<file path="config.mk">
export PLATFORM = sky130hd
export DESIGN_NAME = pipe_hazard_unit
export DESIGN_NICKNAME = d
export VERILOG_FILES = /design/src/rtl/haz_pkg.sv /design/src/rtl/haz_fwd_sel.sv /design/src/rtl/pipe_hazard_unit.sv
export SDC_FILE = /design/constraint.sdc
export NUM_CORES = 1
export LEC_CHECK = 0
export ABC_AREA = 0
export CAP_MARGIN = 20
export CORE_ASPECT_RATIO = 1.2
export CORE_UTILIZATION = 34
export CTS_CLUSTER_SIZE = 40
export DETAILED_ROUTE_END_ITERATION = 16
export GPL_TIMING_DRIVEN = 1
export PLACE_DENSITY = 0.79
export SYNTH_ARGS = -nofsm -noshare
export SYNTH_HDL_FRONTEND = slang
export SYNTH_HIERARCHICAL = 1
export SYNTH_SLANG_ARGS = --single-unit
</file>
<file path="constraint.sdc">
create_clock -name clk -period 3.6 [get_ports clk]
set_clock_uncertainty 0.15 [all_clocks]
set_input_delay 0.72 -clock clk [delete_from_list [all_inputs] [get_ports clk]]
set_output_delay 0.72 -clock clk [all_outputs]
set_load 0.01 [all_outputs]
</file>
<file path="src/rtl/haz_pkg.sv">
// Shared types and constants for the pipeline hazard unit.
package haz_pkg;

    typedef enum logic [0:0] {
        StRun = 1'b0,
        StIsr = 1'b1
    } haz_state_e;

    // Forwarding select value meaning "read the register file".
    localparam int unsigned FWD_RF = 0;

endpackage

</file>
<file path="src/rtl/haz_fwd_sel.sv">
// Nearest-producer priority encoder for one ID-stage source operand.
module haz_fwd_sel
    import haz_pkg::*;
#(
    parameter int unsigned REG_AW     = 5,
    parameter int unsigned FWD_STAGES = 3
) (
    input  logic [REG_AW-1:0]              addr,
    input  logic                           used,
    input  logic [FWD_STAGES-1:0]          prod_wen,
    input  logic [FWD_STAGES*REG_AW-1:0]   prod_addr,
    input  logic [FWD_STAGES-1:0]          prod_is_load,
    output logic [$clog2(FWD_STAGES+1)-1:0] sel,
    output logic                           is_load
);

    localparam int unsigned SelW = $clog2(FWD_STAGES + 1);

    // Scan from the farthest stage inward so the nearest match overwrites.
    always_comb begin
        sel     = SelW'(FWD_RF);
        is_load = 1'b0;
        for (int k = FWD_STAGES - 1; k >= 0; k--) begin
            if (used && (addr != '0) && prod_wen[k] &&
                (prod_addr[k*REG_AW +: REG_AW] == addr)) begin
                sel     = SelW'(k + 1);
                is_load = prod_is_load[k];
            end
        end
    end

endmodule

</file>
<file path="src/rtl/pipe_hazard_unit.sv">
// Forwarding, load-use stall, flush and interrupt/ERET sequencing beside ID.
// HAZ_PERF_CNT_EN adds stall_cnt/flush_cnt performance counters.
module pipe_hazard_unit
    import haz_pkg::*;
#(
    parameter int unsigned REG_AW           = 5,
    parameter int unsigned FWD_STAGES       = 3,
    parameter int unsigned LOAD_READY_STAGE = 2,
    parameter int unsigned CNT_W            = 32
) (
    input  logic                            clk,
    input  logic                            rst_n,
    input  logic [REG_AW-1:0]               rs_addr,
    input  logic [REG_AW-1:0]               rt_addr,
    input  logic                            rs_used,
    input  logic                            rt_used,
    input  logic [FWD_STAGES-1:0]           prod_wen,
    input  logic [FWD_STAGES*REG_AW-1:0]    prod_addr,
    input  logic [FWD_STAGES-1:0]           prod_is_load,
    input  logic                            redirect,
    input  logic                            irq_req,
    input  logic                            eret_id,
    output logic [$clog2(FWD_STAGES+1)-1:0] fwd_a,
    output logic [$clog2(FWD_STAGES+1)-1:0] fwd_b,
    output logic                            if_en,
    output logic                            id_en,
    output logic                            id_flush,
    output logic                            exe_flush,
    output logic                            irq_take,
    output logic                            eret_take,
    output logic                            in_isr
`ifdef HAZ_PERF_CNT_EN
    ,
    output logic [CNT_W-1:0]                stall_cnt,
    output logic [CNT_W-1:0]                flush_cnt
`endif
);

    localparam int unsigned SelW = $clog2(FWD_STAGES + 1);

    logic [SelW-1:0] sel_a, sel_b;
    logic            load_a, load_b;
    logic            stall;
    haz_state_e      state_q, state_d;

    haz_fwd_sel #(
        .REG_AW     (REG_AW),
        .FWD_STAGES (FWD_STAGES)
    ) u_fwd_a (
        .addr         (rs_addr),
        .used         (rs_used),
        .prod_wen     (prod_wen),
        .prod_addr    (prod_addr),
        .prod_is_load (prod_is_load),
        .sel          (sel_a),
        .is_load      (load_a)
    );

    haz_fwd_sel #(
        .REG_AW     (REG_AW),
        .FWD_STAGES (FWD_STAGES)
    ) u_fwd_b (
        .addr         (rt_addr),
        .used         (rt_used),
        .prod_wen     (prod_wen),
        .prod_addr    (prod_addr),
        .prod_is_load (prod_is_load),
        .sel          (sel_b),
        .is_load      (load_b)
    );

    // A matched load is only a hazard while it sits before the ready stage.
    assign stall = (load_a && (32'(sel_a) < LOAD_READY_STAGE)) ||
                   (load_b && (32'(sel_b) < LOAD_READY_STAGE));

    always_ff @(posedge clk or negedge rst_n) begin
        if (!rst_n) begin
            state_q <= StRun;
        end else begin
            state_q <= state_d;
        end
    end

    always_comb begin
        state_d   = state_q;
        fwd_a     = sel_a;
        fwd_b     = sel_b;
        if_en     = 1'b1;
        id_en     = 1'b1;
        id_flush  = 1'b0;
        exe_flush = 1'b0;
        irq_take  = 1'b0;
        eret_take = 1'b0;
        if (!rst_n) begin
            fwd_a     = SelW'(FWD_RF);
            fwd_b     = SelW'(FWD_RF);
            if_en     = 1'b0;
            id_en     = 1'b0;
            id_flush  = 1'b1;
            exe_flush = 1'b1;
        end else if (stall) begin
            fwd_a     = SelW'(FWD_RF);
            fwd_b     = SelW'(FWD_RF);
            if_en     = 1'b0;
            id_en     = 1'b0;
            exe_flush = 1'b1;
        end else begin
            unique case (state_q)
                StRun: begin
                    // EPC is the ID PC, so a coincident branch re-executes after ERET.
                    if (irq_req) begin
                        irq_take = 1'b1;
                        id_flush = 1'b1;
                        state_d  = StIsr;
                    end else if (redirect) begin
                        id_flush = 1'b1;
                    end
                end
                StIsr: begin
                    if (eret_id) begin
                        eret_take = 1'b1;
                        id_flush  = 1'b1;
                        state_d   = StRun;
                    end else if (redirect) begin
                        id_flush = 1'b1;
                    end
                end
                default: state_d = StRun;
            endcase
        end
    end

    assign in_isr = (state_q == StIsr);

`ifdef HAZ_PERF_CNT_EN
    logic [CNT_W-1:0] stall_cnt_q, flush_cnt_q;

    always_ff @(posedge clk or negedge rst_n) begin
        if (!rst_n) begin
            stall_cnt_q <= '0;
            flush_cnt_q <= '0;
        end else begin
            if (stall) begin
                stall_cnt_q <= stall_cnt_q + 1'b1;
            end
            if (id_flush) begin
                flush_cnt_q <= flush_cnt_q + 1'b1;
            end
        end
    end

    assign stall_cnt = stall_cnt_q;
    assign flush_cnt = flush_cnt_q;
`else
    // Counter width only matters when the counters are built.
    logic unused_cnt_w;
    assign unused_cnt_w = ^CNT_W;
`endif

endmodule
</file>
# After elaboration in Yosys (flattened, before gate mapping)
# Index checks and enable logic that the tools add are counted.
dict set report classes {
  magnitude_cmp 2
  eq_ne 6
  reduce_logical 20
  bitwise_logic 2
  muxes 36
}
# op count
set ops {}
lappend ops {{$eq 5x5->1} 6}
lappend ops {{$mux 1} 24}
lappend ops {{$mux 2} 10}
lappend ops {{$logic_and 1x1->1} 16}
lappend ops {{$reduce_bool 5->1} 2}
lappend ops {{$lt 2x2->1 const B} 2}
lappend ops {{$pmux 1 s2} 2}
lappend ops {{$not 1->1} 2}
lappend ops {{$reduce_and 2->1} 1}
lappend ops {{$logic_or 1x1->1} 1}
dict set report word_totals {
  regBits 1
  inputBits 38
  output_inout_bits 11
  wordCells 67
}

# Logic depth before layout (Yosys ltp)
# Gate-level depths: netlist of the first run.
dict set report logic_depth {
  depth_word 12
  ltp_mapped 9
  mapped_depth_nobuf 9
}

# Cells and area by module
# Netlist of the first run, hierarchy kept.
# module seq_area_each_um2 cells_each instances area_per_inst_um2
set modules_own_cells {}
lappend modules_own_cells {haz_fwd_sel 0.0 32 2 257.7}
lappend modules_own_cells {pipe_hazard_unit 25.0 18 1 162.7}

# Worst setup path before layout of the first run
# OpenSTA, ideal clock, no wires.
dict set report synth_timing {
  kind {in2out}
  startpoint {input port rs_addr[1]}
  endpoint {output port eret_take}
  required_ps 2730
  path_stages 9
  slack_ps 346
  arrival_time_ps 2384
  path_buffers 0
  path_cell_list {or4_4 o21ai_2 nand4b_2 mux2i_1 mux2_2 nand2b_4 nand3_4 inv_4 and3_1}
}
dict set report synth_via {
  elab_cells_between_ends 22
  classes_between {order compare (1); eq/ne (3); mux (8); reduce/logical (10)}
}
# item line_no
set synth_rtl {}
lappend synth_rtl {{start: declaration} pipe_hazard_unit.sv:13} ;# input logic [REG_AW-1:0] rs_addr,
lappend synth_rtl {{$reduce_bool 5->1} haz_fwd_sel.sv:24} ;# if (used && (addr != '0) && prod_wen[k] &&
lappend synth_rtl {{$logic_and 1x1->1 (3 in series)} haz_fwd_sel.sv:24}
lappend synth_rtl {{$mux 1 (2 in series)} haz_fwd_sel.sv:24}
lappend synth_rtl {{$mux 1 *} haz_fwd_sel.sv:24}
lappend synth_rtl {{via load_a} pipe_hazard_unit.sv:42} ;# logic load_a, load_b;
lappend synth_rtl {{$logic_and 1x1->1 *} pipe_hazard_unit.sv:73} ;# assign stall = (load_a && (32'(sel_a) < LOAD_READY_STAGE)) ||
lappend synth_rtl {{$logic_or 1x1->1 *} pipe_hazard_unit.sv:73}
lappend synth_rtl {{$mux 1 *} pipe_hazard_unit.sv:101} ;# end else if (stall) begin
lappend synth_rtl {{$mux 1 *} pipe_hazard_unit.sv:94} ;# if (!rst_n) begin
lappend synth_rtl {{end: declaration} pipe_hazard_unit.sv:30} ;# output logic eret_take,
# Mark *: on every way through the listed nets, which the timed path passes. The rest lies on a longest branch.

# Final worst setup path of the first run
dict set report layout_timing {
  startpoint {input port prod_addr[5]}
  endpoint {output port eret_take}
}
dict set report layout_via {
  elab_cells_between_ends 19
  classes_between {order compare (2); eq/ne (2); mux (10); reduce/logical (5)}
}
# item line_no
set layout_rtl {}
lappend layout_rtl {{start: declaration} pipe_hazard_unit.sv:18} ;# input logic [FWD_STAGES*REG_AW-1:0] prod_addr,
lappend layout_rtl {{$eq 5x5->1} haz_fwd_sel.sv:25} ;# (prod_addr[k*REG_AW +: REG_AW] == addr)) begin
lappend layout_rtl {{$logic_and 1x1->1} haz_fwd_sel.sv:24}
lappend layout_rtl {{$mux 1 (2 in series)} haz_fwd_sel.sv:24}
lappend layout_rtl {{via load_b} pipe_hazard_unit.sv:42}
lappend layout_rtl {{$logic_and 1x1->1} pipe_hazard_unit.sv:74} ;# (load_b && (32'(sel_b) < LOAD_READY_STAGE));
lappend layout_rtl {{$logic_or 1x1->1} pipe_hazard_unit.sv:73}
lappend layout_rtl {{$mux 1} pipe_hazard_unit.sv:101}
lappend layout_rtl {{$mux 1} pipe_hazard_unit.sv:94}
# The timed path passes the listed nets, and every way through them passes these cells.

==> results.cfg, run 1 <==
[die]
num_io_pins = 49
start_util = 0.366
core_area_mm2 = 0.00185
die_width_um = 42.8
rows = 17
dieHeight_um = 50.9
die_area_mm2 = 0.00218

[detailed_routing]
dr.pass1.iters = 4
vias_per_cell = 5.14
wl_per_cell_um = 16.6
drc = 0
dr.first_iter.drc_count = 5
drt_wl_total_mm = 2.90
drt.antenna.violating_nets = 0
num_vias = 899

[logic_synthesis]
ys_seq_area_frac = 0.0369
synth.distinct_cells = 30
yosys_warnings = 6
ys_ff_latch = 1
syn_nets = 120
synth_area_um2 = 678
yosysTopAreaCell = xor2_1
syn_inst = 82
netlist_top_cells_area = xor2_1, xnor2_1, nand4b_2, nand2b_4, dfrtp_1
synth.avg_cell_area_um2 = 8.27
synth_top_area_share = 0.207

[cts]
clkSlewWorstSetupHoldPaths_ps = 0
clkLatencyLatePin_ps = 0
cts_hold_buf = 0

[global_route]
first_global_vias = 883
grt_antenna_before_repair = 0
grt_max_degree = 7
grt_pass1_wl_mm = 4.24
track_usage = 0.254
grt.overflow.total = 0

[power]
switchingPower_mw = 0.0745
seqPwrFrac = 0.101
vdd_drop_max_mv = 0.116
p_per_area_mw_per_mm2 = 122
finalPower_mw = 0.175
clockPowerShare = 0
internal-power_mw = 0.101
combPwrFrac = 0.899
leakagePower_nw = 0.752
switching_share = 0.425

[timing]
hold_ws_ps = 423
setup_viol = 0
fmaxAchievable_ghz = 0.286
fin_ws_ps = 100
min_period_ps = 3500
relSlewSlack = 0.772
worstMarginPinSlew_ps = 339
slew_viol_final = 0
finalHoldViolCount = 0
finalCritPeriodShare = 0.972
grt_setup_unrepaired = false
timing.setup.tns_ps = 0

[final_layout]
largest_reg_flops = 1
layout-drive-gt1-share = 0.449
n_fill_cell = 135
fin_util = 0.778
finalNetCount = 196
antenna_cells = 0
syn_to_final_growth_pct = 112

[outcome]
status = completed

[placement]
io_buffers = 48
place.gp.congestion = 0.871
place_ws_ps = -727
dp_hpwl_mm = 2.16

[worst_setup_path]
worstSetupPathType = in2out
startpoint_type = input port
end_kind = primary output
critical_path_arrival_ps = 2630
crit_fanout = 6
worstPathRequired_ps = 2730

[hold_path]
hp-class = reg2reg

[job]
max_cap_violations = 0
path summary, 6_finish.rpt:
path,startpoint,end,slack (ps),depth (start not counted)
max reg2reg,in_isr,in_isr,2660,2
max,prod_addr[5],eret_take,100,11
max in group asynchronous,rst_n,in_isr,2280,1
min in group asynchronous,rst_n,in_isr,820,1
min reg2reg,in_isr,in_isr,420,1
min,in_isr,in_isr,420,1
worst max-delay path: stages:
cell and delay, ps:
dlygate4sd2_1 260, xor2_1 190, nor4_4 350, nand4b_4 150
mux2i_1 140, mux2_4 280, nand2b_4 90, nand3_4 90
inv_4 90, and3_4 170, buf_6 90
synthesized netlist by cell type:
cell	count
a21oi_1	2
xnor2_1	14
mux2i_1	2
nand4b_2	2
nand4b_1	2
a211oi_1	1
or4_4	2
and2_2	1
nor2b_1	1
dfrtp_1	1
inv_4	1
a21o_1	2
mux2_2	2
nand2_1	3
nor3_1	2
o21ai_2	2
buf_4	1
nand3b_1	2
nand3_4	1
inv_1	4
nand4_1	2
a41oi_1	1
nand2b_4	2
a31oi_1	1
and3_2	2
and2_1	2
nor4_1	4
and3_1	3
o21ai_0	1
xor2_1	16
power groups by stage:
stage	clock, mW	combinational (mW)	sequential (mW)
3_5_place_dp	0	0.147	0.0177
3_3_place_gp	0	0.145	0.0174
6_report	0	0.158	0.0178
4_1_cts	0	0.148	0.0174
2_1_floorplan	0	0.0506	0.0183
5_1_grt	0	0.167	0.0184
metrics by stage:
step	instances	area, um^2
2_1_floorplan	82	678
3_3_place_gp	169	1330
3_5_place_dp	169	1330
4_1_cts	174	1410
5_1_grt	175	1440
6_report	175	1440
logic make-up (layout without fill, tap and decap cells):
group | count (synthesis) | count (layout) | share of synthesized area
compound gates | 10 | 10 | 0.103
simple gates | 31 | 31 | 0.367
buf+inv | 6 | 80 | 0.0424
xor+xnor | 30 | 30 | 0.387
mux | 4 | 4 | 0.0627
flops | 1 | 1 | 0.0369
what timing repair did:
action,in CTS,in global routing
pin swaps,12,15
resized for setup,71,31
setup buffers,5,1
setup endpoints to repair,10,10
final cells by class:
| class | count | area (um^2) | share of cell area |
|---|---|---|---|
| tap | 19 | 23.8 | 0.0165 |
| sequential | 1 | 25.0 | 0.0174 |
| timing repair buffer | 75 | 632 | 0.439 |
| multi-input combinational | 75 | 738 | 0.513 |
| inverter | 5 | 21.3 | 0.0148 |
cells in the final DEF (no fill, tap or decap), drive strengths merged, types with 3 or more instances in the layout:
cell and n:
inv 5, nand4b 4, xnor2 14, o21ai 3
clkbuf 8, nand2 3, clkdlybuf4s50 16, and3 5
nor4 4, and2 3, xor2 16, dlygate4sd2 6
dlymetal6s2s 7, buf 36
routing by layer:
metal | GRT usage | part of all wire | vias to the layer above
met5 | 0 | 0 | -
met1 | 0.332 | 0.42 | 440
met2 | 0.472 | 0.55 | 15
li1 | - | - | 442
met4 | 0.0156 | 0.0072 | 0
met3 | 0.0106 | 0.017 | 2
Note: power is estimated with default switching activity, not from simulation.
==> run 2: changes to the inputs <==
--- a/config.mk
+++ b/config.mk
@@ -13,6 +13,7 @@
 export DETAILED_ROUTE_END_ITERATION = 16
 export GPL_TIMING_DRIVEN = 1
 export PLACE_DENSITY = 0.79
+export SETUP_SLACK_MARGIN = 0.1
 export SYNTH_ARGS = -nofsm -noshare
 export SYNTH_HDL_FRONTEND = slang
 export SYNTH_HIERARCHICAL = 1
==> constraint.sdc (replaced) <==
create_clock -name clk -period 3.6 [get_ports clk]
set_clock_uncertainty 0.15 [all_clocks]
set_input_delay 0.9 -clock clk [delete_from_list [all_inputs] [get_ports clk]]
set_output_delay 0.9 -clock clk [all_outputs]
set_load 0.01 [all_outputs]
==> results.cfg, run 2 (synthesis gave the netlist of run 1 again) <==
[die]
die_area_mm2 = 0.00218
num_io_pins = 49
dieHeight_um = 50.9
rows = 17
start_util = 0.366
core_area_mm2 = 0.00185
die_width_um = 42.8

[detailed_routing]
wl_per_cell_um = 15.2
drt_wl_total_mm = 2.76
num_vias = 947
drt.antenna.violating_nets = 0
vias_per_cell = 5.23
dr.first_iter.drc_count = 13
drc = 0
dr.pass1.iters = 4

[worst_setup_path]
end_kind = primary output
worstSetupPathType = in2out
crit_top_cell = buf_6
cp_cell_sequence = buf_6 > or4_4 > o21ai_4 > nand4b_4 > mux2i_1 > mux2_4 > nand2b_4 > nand3_4 > inv_4 > and3_4 > buf_6
r2r_setup_slack_ps = 2650
rr_startpoint = in_isr
slowest_stage = or4_4
startpoint_type = input port
critical_path_arrival_ps = 2810
rr_worst_depth = 2
slowest_delay_ps = 540
crit_fanout = 6
worstPathRequired_ps = 2550
r2r-end = in_isr

[power]
internal-power_mw = 0.111
p_per_area_mw_per_mm2 = 122
vdd_drop_max_mv = 0.0820
combPwrFrac = 0.904
leakagePower_nw = 0.750
clockPowerShare = 0
switching_share = 0.402
seqPwrFrac = 0.096
switchingPower_mw = 0.0748

[timing]
worstMarginPinSlew_ps = 326
slew_viol_final = 0
relSlewSlack = 0.782
finalCritPeriodShare = 1.07
timing.setup.tns_ps = -2010
fin_ws_ps = -256
finalHoldViolCount = 0
setup_viol = 10
min_period_ps = 3860
fmaxAchievable_ghz = 0.259
grt_setup_unrepaired = true

[final_layout]
antenna_cells = 0
syn_to_final_growth_pct = 125
layout-drive-gt1-share = 0.506
final_common_cell = buf_4
largest_reg_flops = 1
instances_no_fill = 181
finalNetCount = 202
final_cell_mix = buf_4, clkdlybuf4s50_1, buf_6
n_fill_cell = 123

[placement]
io_buffers = 48
place.gp.congestion = 0.781
dp_hpwl_mm = 2.02
dp_cells = 172

[global_route]
grt_pass1_wl_mm = 4.03
grt_max_degree = 7
first_global_vias = 945
track_usage = 0.236
grt_antenna_before_repair = 0
grt.overflow.total = 0

[cts]
clkLatencyLatePin_ps = 0
clkSlewWorstSetupHoldPaths_ps = 0
cts_hold_buf = 0

[outcome]
violations = setup timing
status = complete, but fails checks

[hold_path]
hold_start = in_isr
hp-class = reg2reg
holdPathStages = 1
min_to = in_isr

[job]
max_cap_violations = 0
[run 2: worst max-delay path, delay by kind of cell]
family	cells	cell delay [ps]
AOI/OAI and AO/OA	1	190
buffers and inverters	3	260
muxes	2	370
and+or+nand+nor	5	1070
[run 2: metal layers]
metal,track usage,wire length [um],up-vias
met5,0,0,-
met3,0.0177,189,8
met1,0.214,886,430
li1,-,-,450
met2,0.523,1620,59
met4,0.0677,65,0
[run 2: worst max path at each step]
stage / cells after the start / start / to / slack (ps)
after floorplan: 9 / rs_addr[1] / eret_take / -4
after global placement: 12 / rs_addr[0] / eret_take / -1030
after detailed placement: 11 / rs_addr[4] / eret_take / -1080
after CTS: 11 / rt_addr[2] / eret_take / -270
after global routing: 11 / rt_addr[0] / eret_take / -350
final: 11 / rt_addr[2] / eret_take / -260
[run 2: cell type report]
class | instances | area (um^2) | area share
repair buffers | 81 | 709 | 0.465
flip-flops and latches | 1 | 25.0 | 0.0164
multi-input cells | 75 | 746 | 0.489
well taps | 19 | 23.8 | 0.0156
inverters | 5 | 21.3 | 0.0139
[run 2: power groups by stage]
stage	Clock, mW	Sequential, mW	Combinational, mW
2_1_floorplan	0	0.0184	0.0531
3_3_place_gp	0	0.0177	0.151
3_5_place_dp	0	0.0179	0.154
4_1_cts	0	0.0180	0.160
5_1_grt	0	0.0183	0.178
6_report	0	0.0179	0.168
[run 2: per-stage QoR]
stage               power (mW)  worst slack, ps  utilization  hold WS, ps  cell area, um^2
finish                   0.186             -256        0.824          423             1530
global route             0.197             -345        0.824          443             1530
CTS                      0.178             -271        0.795          428             1470
detailed placement       0.172            -1080        0.742          436             1370
global placement         0.169            -1030        0.742          419             1370
floorplan               0.0715            -3.59            -          430              696
[run 2: what timing repair did]
| action | in CTS | in global routing |
|---|---|---|
| gates resized for setup | 119 | 13 |
| pin swaps | 16 | 9 |
| setup buffers | 7 | 2 |
| setup endpoints to repair | 10 | 10 |
| hold endpoints to repair | 0 | 0 |
==> run 3: changes to the inputs <==
--- a/config.mk
+++ b/config.mk
@@ -11,9 +11,9 @@
 export CORE_UTILIZATION = 34
 export CTS_CLUSTER_SIZE = 40
 export DETAILED_ROUTE_END_ITERATION = 16
-export GPL_TIMING_DRIVEN = 1
 export PLACE_DENSITY = 0.79
 export SETUP_SLACK_MARGIN = 0.1
+export SKIP_CTS_REPAIR_TIMING = 1
 export SYNTH_ARGS = -nofsm -noshare
 export SYNTH_HDL_FRONTEND = slang
 export SYNTH_HIERARCHICAL = 1
==> results.cfg, run 3 (synthesis gave the netlist of run 1 again) <==
[outcome]
status = complete, but fails checks
violations = setup timing

[final_layout]
instances_no_fill = 184
final_common_cell = buf_4
n_fill_cell = 92
finalNetCount = 205
antenna_cells = 0
fin_util = 0.882
syn_to_final_growth_pct = 141
seqCellArea_um2 = 25.0
largest_reg_flops = 1
layout-drive-gt1-share = 0.473
multi_input_area_um2 = 756
final_cell_mix = buf_4, clkdlybuf4s50_1, buf_6

[timing]
fmaxAchievable_ghz = 0.256
worstMarginPinSlew_ps = 362
fin_ws_ps = -311
relSlewSlack = 0.758
min_period_ps = 3910
slew_viol_final = 0
finalCritPeriodShare = 1.09
hold_ws_ps = 430
timing.setup.tns_ps = -2470
setup_viol = 10
grt_setup_unrepaired = true
finalHoldViolCount = 0

[placement]
io_buffers = 48
dp_cells = 172
dp_hpwl_mm = 2.02
place.gp.congestion = 0.781

[global_route]
track_usage = 0.200
grt_pass1_wl_mm = 3.48
grt_max_degree = 7
grt_antenna_before_repair = 0
grt.overflow.total = 0
first_global_vias = 867

[detailed_routing]
num_vias = 956
drt.antenna.violating_nets = 0
vias_per_cell = 5.20
dr.first_iter.drc_count = 8
wl_per_cell_um = 16.6
drt_wl_total_mm = 3.05
drc = 0
dr.pass1.iters = 3

[worst_setup_path]
worstPathRequired_ps = 2550
end_kind = primary output
critical_path_arrival_ps = 2860
worstSetupPathType = in2out
crit_fanout = 6
startpoint_type = input port

[cts]
clkSlewWorstSetupHoldPaths_ps = 0
clkLatencyLatePin_ps = 0

[power]
clockPowerShare = 0
seqPwrFrac = 0.093
combPwrFrac = 0.907
switching_share = 0.406
internal-power_mw = 0.116
leakagePower_nw = 0.888
vdd_drop_max_mv = 0.0846
switchingPower_mw = 0.0790
p_per_area_mw_per_mm2 = 119

[hold_path]
hp-class = reg2reg

[die]
die_width_um = 42.8
num_io_pins = 49
core_area_mm2 = 0.00185
start_util = 0.366
dieHeight_um = 50.9
rows = 17
die_area_mm2 = 0.00218

[job]
max_cap_violations = 0
-- run 3: cell count changes in the layout (fill, tap and decap cells not counted), sizes merged --
cell           before  now
dlymetal6s2s        1   15
buf                53   51
clkdlybuf4s15       3    0
clkdlybuf4s50      16   17
dlygate4sd2         7    0
-- run 3: power by group through the flow --
stage	Clock, mW	Sequential [mW]	Combinational, mW
6_report	0	0.0181	0.177
5_1_grt	0	0.0184	0.186
4_1_cts	0	0.0180	0.154
3_5_place_dp	0	0.0179	0.154
3_3_place_gp	0	0.0177	0.151
2_1_floorplan	0	0.0184	0.0531
-- run 3: final timing paths --
path | from | endpoint | slack (ps) | cells after the start
hold / removal | in_isr | in_isr | 430 | 1
min in group asynchronous | rst_n | in_isr | 1010 | 1
max in group asynchronous | rst_n | in_isr | 2060 | 1
setup / recovery | prod_addr[13] | eret_take | -310 | 11
setup reg to reg | in_isr | in_isr | 2660 | 2
hold reg to reg | in_isr | in_isr | 430 | 1
-- run 3: cell type report --
type / instances / share of cell area
sequential: 1 / 0.0153
timing repair buffer: 84 / 0.494
inverter: 5 / 0.0130
tap: 19 / 0.0146
multi-input combinational: 75 / 0.463
-- run 3: worst max-delay path, cell delays in order --
cell and delay (ps):
clkdlybuf4s50_1 460, xor2_1 160, nor4_1 220, buf_4 180, nand4b_1 140, a21oi_2 190, nand2b_4 170, nand3_4 90
inv_4 90, and3_4 170, buf_6 90
-- run 3: metrics by stage --
step | power (mW) | instance area (um^2) | setup slack [ps]
after floorplan | 0.0715 | 696 | -3.59
after global placement | 0.169 | 1370 | -1030
after detailed placement | 0.172 | 1370 | -1080
after CTS | 0.172 | 1370 | -1080
after global routing | 0.204 | 1630 | -394
final | 0.195 | 1630 | -311
-- run 3: routing by layer --
metal / routed length [um] / vias to the layer above / GRT usage
met5: 0 / - / 0
met3: 162 / 4 / 0.0106
met4: 42 / 0 / 0.0573
met2: 1760 / 50 / 0.447
li1: - / 459 / -
met1: 1090 / 443 / 0.179
